--- src/rtl/csel8_sync_launcher.sv ---
// Clocked launch stage for the 8-way conditional-fork selector: holds a one-hot valid,
// issues the drive pulse, and tracks synchronized fire/free events to completion or timeout.
module csel8_sync_launcher #(
    parameter int unsigned DRIVE_CYCLES   = 4,
    parameter int unsigned TIMEOUT_CYCLES = 1023,
    parameter int unsigned CNT_W          = 10
) (
    input  logic       clk,
    input  logic       rstn,
    input  logic       req_valid,
    output logic       req_ready,
    input  logic [2:0] req_idx,
    output logic       done_valid,
    output logic [2:0] done_idx,
    output logic       timeout_err,
    output logic       o_drive,
    output logic [7:0] o_valid,
    input  logic       i_fire,
    input  logic [7:0] i_free_tgt
);

    typedef enum logic [2:0] {
        IDLE,
        SETUP,
        DRIVE,
        WAIT_FIRE,
        WAIT_DONE,
        COMPLETE
    } state_t;

    localparam int unsigned DW = (DRIVE_CYCLES > 1) ? $clog2(DRIVE_CYCLES) : 1;
    localparam logic [DW-1:0]    DRIVE_LAST = DW'(DRIVE_CYCLES - 1);
    localparam logic [CNT_W-1:0] TMO_LAST   = CNT_W'(TIMEOUT_CYCLES - 1);

    state_t           state, state_nxt;
    logic [2:0]       idx_q;
    logic [DW-1:0]    drive_cnt, drive_cnt_nxt;
    logic [CNT_W-1:0] tmo_cnt, tmo_cnt_nxt;
    logic             fire_seen, fire_seen_nxt;
    logic             free_seen, free_seen_nxt;
    logic             rst_done;
    logic             accept;
    logic             tmo_abort;

    logic             fire_s1, fire_s2, fire_prev;
    logic [7:0]       free_s1, free_s2, free_prev;
    logic             fire_ev;
    logic             free_hit;
    logic             tmo_hit;

    // The previous-value flops follow the synchronized levels every cycle, so on entry
    // to SETUP they already hold the current levels and a stale high input cannot fire.
    always_ff @(posedge clk or negedge rstn) begin
        if (!rstn) begin
            fire_s1   <= 1'b0;
            fire_s2   <= 1'b0;
            fire_prev <= 1'b0;
            free_s1   <= '0;
            free_s2   <= '0;
            free_prev <= '0;
        end else begin
            fire_s1   <= i_fire;
            fire_s2   <= fire_s1;
            fire_prev <= fire_s2;
            free_s1   <= i_free_tgt;
            free_s2   <= free_s1;
            free_prev <= free_s2;
        end
    end

    assign fire_ev  = fire_s2 & ~fire_prev;
    assign free_hit = free_s2[idx_q] & ~free_prev[idx_q];
    assign tmo_hit  = (tmo_cnt == TMO_LAST);

    assign req_ready  = rst_done && (state == IDLE);
    assign accept     = req_valid && req_ready;
    assign o_drive    = (state == DRIVE);
    assign done_valid = (state == COMPLETE);
    assign done_idx   = done_valid ? idx_q : '0;

    always_comb begin
        state_nxt     = state;
        drive_cnt_nxt = drive_cnt;
        tmo_cnt_nxt   = tmo_cnt;
        fire_seen_nxt = fire_seen;
        free_seen_nxt = free_seen;
        tmo_abort     = 1'b0;
        unique case (state)
            IDLE: begin
                if (accept) state_nxt = SETUP;
            end
            SETUP: begin
                drive_cnt_nxt = '0;
                fire_seen_nxt = 1'b0;
                free_seen_nxt = 1'b0;
                state_nxt     = DRIVE;
            end
            DRIVE: begin
                if (fire_ev) fire_seen_nxt = 1'b1;
                // A free that lands after (or with) an early fire must not be lost.
                if (free_hit && (fire_seen || fire_ev)) free_seen_nxt = 1'b1;
                if (drive_cnt == DRIVE_LAST) begin
                    tmo_cnt_nxt = '0;
                    if (free_seen_nxt)      state_nxt = COMPLETE;
                    else if (fire_seen_nxt) state_nxt = WAIT_DONE;
                    else                    state_nxt = WAIT_FIRE;
                end else begin
                    drive_cnt_nxt = drive_cnt + 1'b1;
                end
            end
            WAIT_FIRE: begin
                tmo_cnt_nxt = tmo_cnt + 1'b1;
                if (fire_ev && free_hit) begin
                    state_nxt = COMPLETE;
                end else if (tmo_hit) begin
                    state_nxt = IDLE;
                    tmo_abort = 1'b1;
                end else if (fire_ev) begin
                    state_nxt = WAIT_DONE;
                end
            end
            WAIT_DONE: begin
                tmo_cnt_nxt = tmo_cnt + 1'b1;
                if (free_hit) begin
                    state_nxt = COMPLETE;
                end else if (tmo_hit) begin
                    state_nxt = IDLE;
                    tmo_abort = 1'b1;
                end
            end
            COMPLETE: begin
                state_nxt = IDLE;
            end
            default: begin
                state_nxt = IDLE;
            end
        endcase
    end

    always_ff @(posedge clk or negedge rstn) begin
        if (!rstn) begin
            state       <= IDLE;
            idx_q       <= '0;
            drive_cnt   <= '0;
            tmo_cnt     <= '0;
            fire_seen   <= 1'b0;
            free_seen   <= 1'b0;
            o_valid     <= '0;
            timeout_err <= 1'b0;
            rst_done    <= 1'b0;
        end else begin
            state       <= state_nxt;
            drive_cnt   <= drive_cnt_nxt;
            tmo_cnt     <= tmo_cnt_nxt;
            fire_seen   <= fire_seen_nxt;
            free_seen   <= free_seen_nxt;
            timeout_err <= tmo_abort;
            rst_done    <= 1'b1;
            if (accept) begin
                idx_q   <= req_idx;
                o_valid <= 8'd1 << req_idx;
            end else if ((state == COMPLETE) || tmo_abort) begin
                o_valid <= '0;
            end
        end
    end

endmodule

--- config.mk ---
export PLATFORM = sky130hd
export DESIGN_NAME = csel8_sync_launcher
export DESIGN_NICKNAME = d
export VERILOG_FILES = /design/src/rtl/csel8_sync_launcher.sv
export SDC_FILE = /design/constraint.sdc
export NUM_CORES = 1
export LEC_CHECK = 0
export ABC_AREA = 0
export CAP_MARGIN = 20
export CORE_UTILIZATION = 40
export CTS_BUF_LIST = sky130_fd_sc_hd__clkbuf_8
export CTS_CLUSTER_DIAMETER = 30
export DETAILED_ROUTE_END_ITERATION = 16
export PLACE_DENSITY = 0.65
export SYNTH_ARGS = -nofsm -noshare
export SYNTH_HDL_FRONTEND = slang
export SYNTH_SLANG_ARGS = --single-unit
--- constraint.sdc ---
create_clock -name clk -period 1.7 [get_ports clk]
set_input_delay 0.34 -clock clk [delete_from_list [all_inputs] [get_ports clk]]
set_output_delay 0.34 -clock clk [all_outputs]
set_load 0.01 [all_outputs]
==> out/summary.txt, run 1 <==
Syn Nets = 227
Mapped Area = 0.00241 mm2
DRT iter0 DRCs = 115
Worst-Skew Late Latency = 0.33 ns
TritonCTS clock tree = done
Post-DP Area = 0.00307 mm2
Fmax = 520 MHz
CTS Buf Count = 9
FF-to-FF setup slack = -0.22 ns
Setup crit end kind = register
Post-route ant nets = 0
Wirelength per Cell = 14.3 um
Cell Pwr Density = 1610 mW/mm2
Yosys warnings = 0
Worst Hold Slack = 0.346 ns
Avg Inst Size Synth = 11.5 um2
Congestion Overflow GR = 0
Die X = 79.6 um
Worst VDD drop = 0.000806 V
Dpl hpwl = 3430 um
Nets = 314
# DRC = 0
Sequential element share of the synthesized area = 59.2%
Routability cong. = 0.782
Final Cell Area = 0.00355 mm2
Vias in the first global route = 1,804
Rows = 27
DRT Wirelength = 5320 um
Setup TNS = -2.11 ns
P&R area growth vs syn = 47.4%
Final setup vio count = 13
Tmin final = 1.92 ns
Unrepaired setup endpoints after global routing = true
Clock edge transition at the registers on the reported setup and hold paths = 0.07 ns
H-tree levels = 3
DR vias/cell = 5.19
DIE HEIGHT = 79.6 um
Share of cells above drive strength 1 = 38.5%
Outcome = finished with violations
Final Non-Filler Cells = 373
Failing checks = negative setup slack
Setup crit start kind = register
Synth async-reset ratio = 100%
Final Cycle Share = 113%
Crit-path max FO = 5
Number of max-cap violations = 0
Clock skew = 0.00724 ns
Cell Chain, Critical Path = or2b_1, nor3_1, or4_4, nor3_4, buf_4, buf_6, a21oi_1, a31oi_1
CTS Buffer Depth = 2
Power Total = 0.00572 W
Post-synth top flop = dfrtp_1
Worst Path Required = 1.94 ns
# diodes = 0
Initial DRT Pass Iterations = 4
Die ar. = 0.00634 mm2
Placed cells = 343
Fin. Hold Viols = 0
Root cell of the clock tree = clkbuf_8
Core area = 0.00564 mm2
Clock sink count = 57
Commonest non-fill, non-tap cell in the layout = dfrtp_1
IO Pins = 30
GRT Util Overall = 18.2%
Crit path max-delay cell type = or4_4
Largest net degree at the start of global routing = 58
Crit path kind = register to register
Hold WC Path Type = register to register
Netlist cell types = 51
FF+latch count, synth = 57
Crit path DAT = 2.17 ns
Max Slew Vio Count = 0
Port Buf Inserts = 29
Synthesized netlist cell count = 209
Fill cells = 439
Starting Density = 42.7%
First-pass GRT wire length = 8530 um
Leakage = 1.64 nW
Most frequent cells in the layout = dfrtp_1 (56), buf_4 (41), clkdlybuf4s50_1 (22), nand2_1 (14), nor2_1 (12)
Vias = 1,936
Post-synth EDFFs = 0
Crit path largest cell delay = 0.54 ns
Worst setup margin = -0.225 ns
Initial antenna violation count = 0
Yosys cell counts (all sizes together), types with 2 or more instances:
| cell | number | share of area, % |
|---|---|---|
| nor3 | 5 | 1.5 |
| buf | 3 | 0.83 |
| nor2 | 17 | 2.6 |
| inv | 6 | 0.93 |
| a32o | 7 | 3.0 |
| a31oi | 4 | 1.0 |
| xor2 | 5 | 1.8 |
| o21ai | 13 | 2.7 |
| ha | 3 | 1.6 |
| a22o | 5 | 1.8 |
| and4 | 2 | 0.78 |
| o22ai | 3 | 0.78 |
| xnor2 | 2 | 0.73 |
| o31a | 2 | 0.78 |
| dfrtp | 57 | 59 |
| and3 | 6 | 1.7 |
| nand3 | 6 | 1.2 |
| nor2b | 4 | 1.0 |
| and2b | 7 | 2.5 |
| nand2b | 2 | 0.52 |
| nand4 | 2 | 0.52 |
| o21bai | 2 | 0.62 |
| a21oi | 6 | 1.2 |
| clkbuf | 4 | 0.62 |
| or2b | 2 | 0.67 |
| nand2 | 16 | 2.5 |
| a211oi | 2 | 0.62 |
path summary, 6_finish.rpt:
kind                           from         end  cells after the start
max in group asynchronous      rstn    state[1]                      3
min in group asynchronous      rstn  tmo_cnt[8]                      3
hold reg to reg             fire_s1     fire_s2                      0
setup reg to reg           idx_q[2]    state[0]                      8
setup / recovery           idx_q[2]    state[0]                      8
hold / removal              fire_s1     fire_s2                      0
cells by family after synthesis:
kind of cell    after synthesis  share of synthesized area, %
simple gates                 76                          18.0
flops                        57                          59.2
compound gates               50                          14.6
buf+inv                      13                          2.39
xor+xnor                      7                          2.54
fa+ha+maj                     3                          1.56
mux                           2                          1.56
other cells                   1                         0.156
power by group:
group / switching (W) / internal (W)
clock: 0.000541 / 0.000823
sequential: 0.000209 / 0.00164
combinational: 0.00111 / 0.00140
cell type report:
type                            instances  area [um2]  share of cell area [%]
Tap cell                               72        90.1                    2.53
Clock buffer                            9         124                    3.48
Clock inverter                          7        93.8                    2.64
Timing Repair Buffer                   83         744                    20.9
Sequential cell                        57        1430                    40.2
Inverter                                6        25.0                   0.704
Multi-Input combinational cell        139        1050                    29.5
flip-flops by register name (all words and copies together), names as in the netlist, 2 cells and up:
name,flops
o_valid,8
drive_cnt,2
free_s2,8
state,3
idx_q,3
free_prev,8
free_s1,8
tmo_cnt,10
worst max-delay path: cells and delay by family, from the launching register on:
family,cells,cell delay [ns]
compound gates,2,0.22
flops,1,0.41
buf+inv,2,0.24
simple gates,4,0.96
routing by layer:
layer	up-vias	share of wire [%]	global-route usage, %
li1	923	-	-
met1	956	48	26.5
met2	50	46	23.9
met3	7	4.5	4.46
met4	0	1.8	11.3
met5	-	0	0
timing repair:
item                                    4_1_cts  5_1_grt
setup buffers                                 8        6
endpoints found under the hold margin         6        0
hold buffers                                  1        0
endpoints found under the setup margin       21       25
cloned                                        0        1
pin swaps                                     3       13
resized for setup                            40       29
per-stage QoR:
| stage | worst slack (ns) | utilization, % |
|---|---|---|
| after global routing | -0.333 | 63.0 |
| after CTS | -0.221 | 60.0 |
| final | -0.225 | 63.0 |
| after detailed placement | -0.239 | 54.5 |
| after floorplan | -0.147 | - |
| after global placement | -0.183 | 54.5 |
(Power assumes the default switching activity.)
==> inputs of run 2 (changes only) <==
- ABC_AREA: 0 -> not set
==> results of run 2 <==
The final DEF is identical to that of run 1; final timing and power are the same.
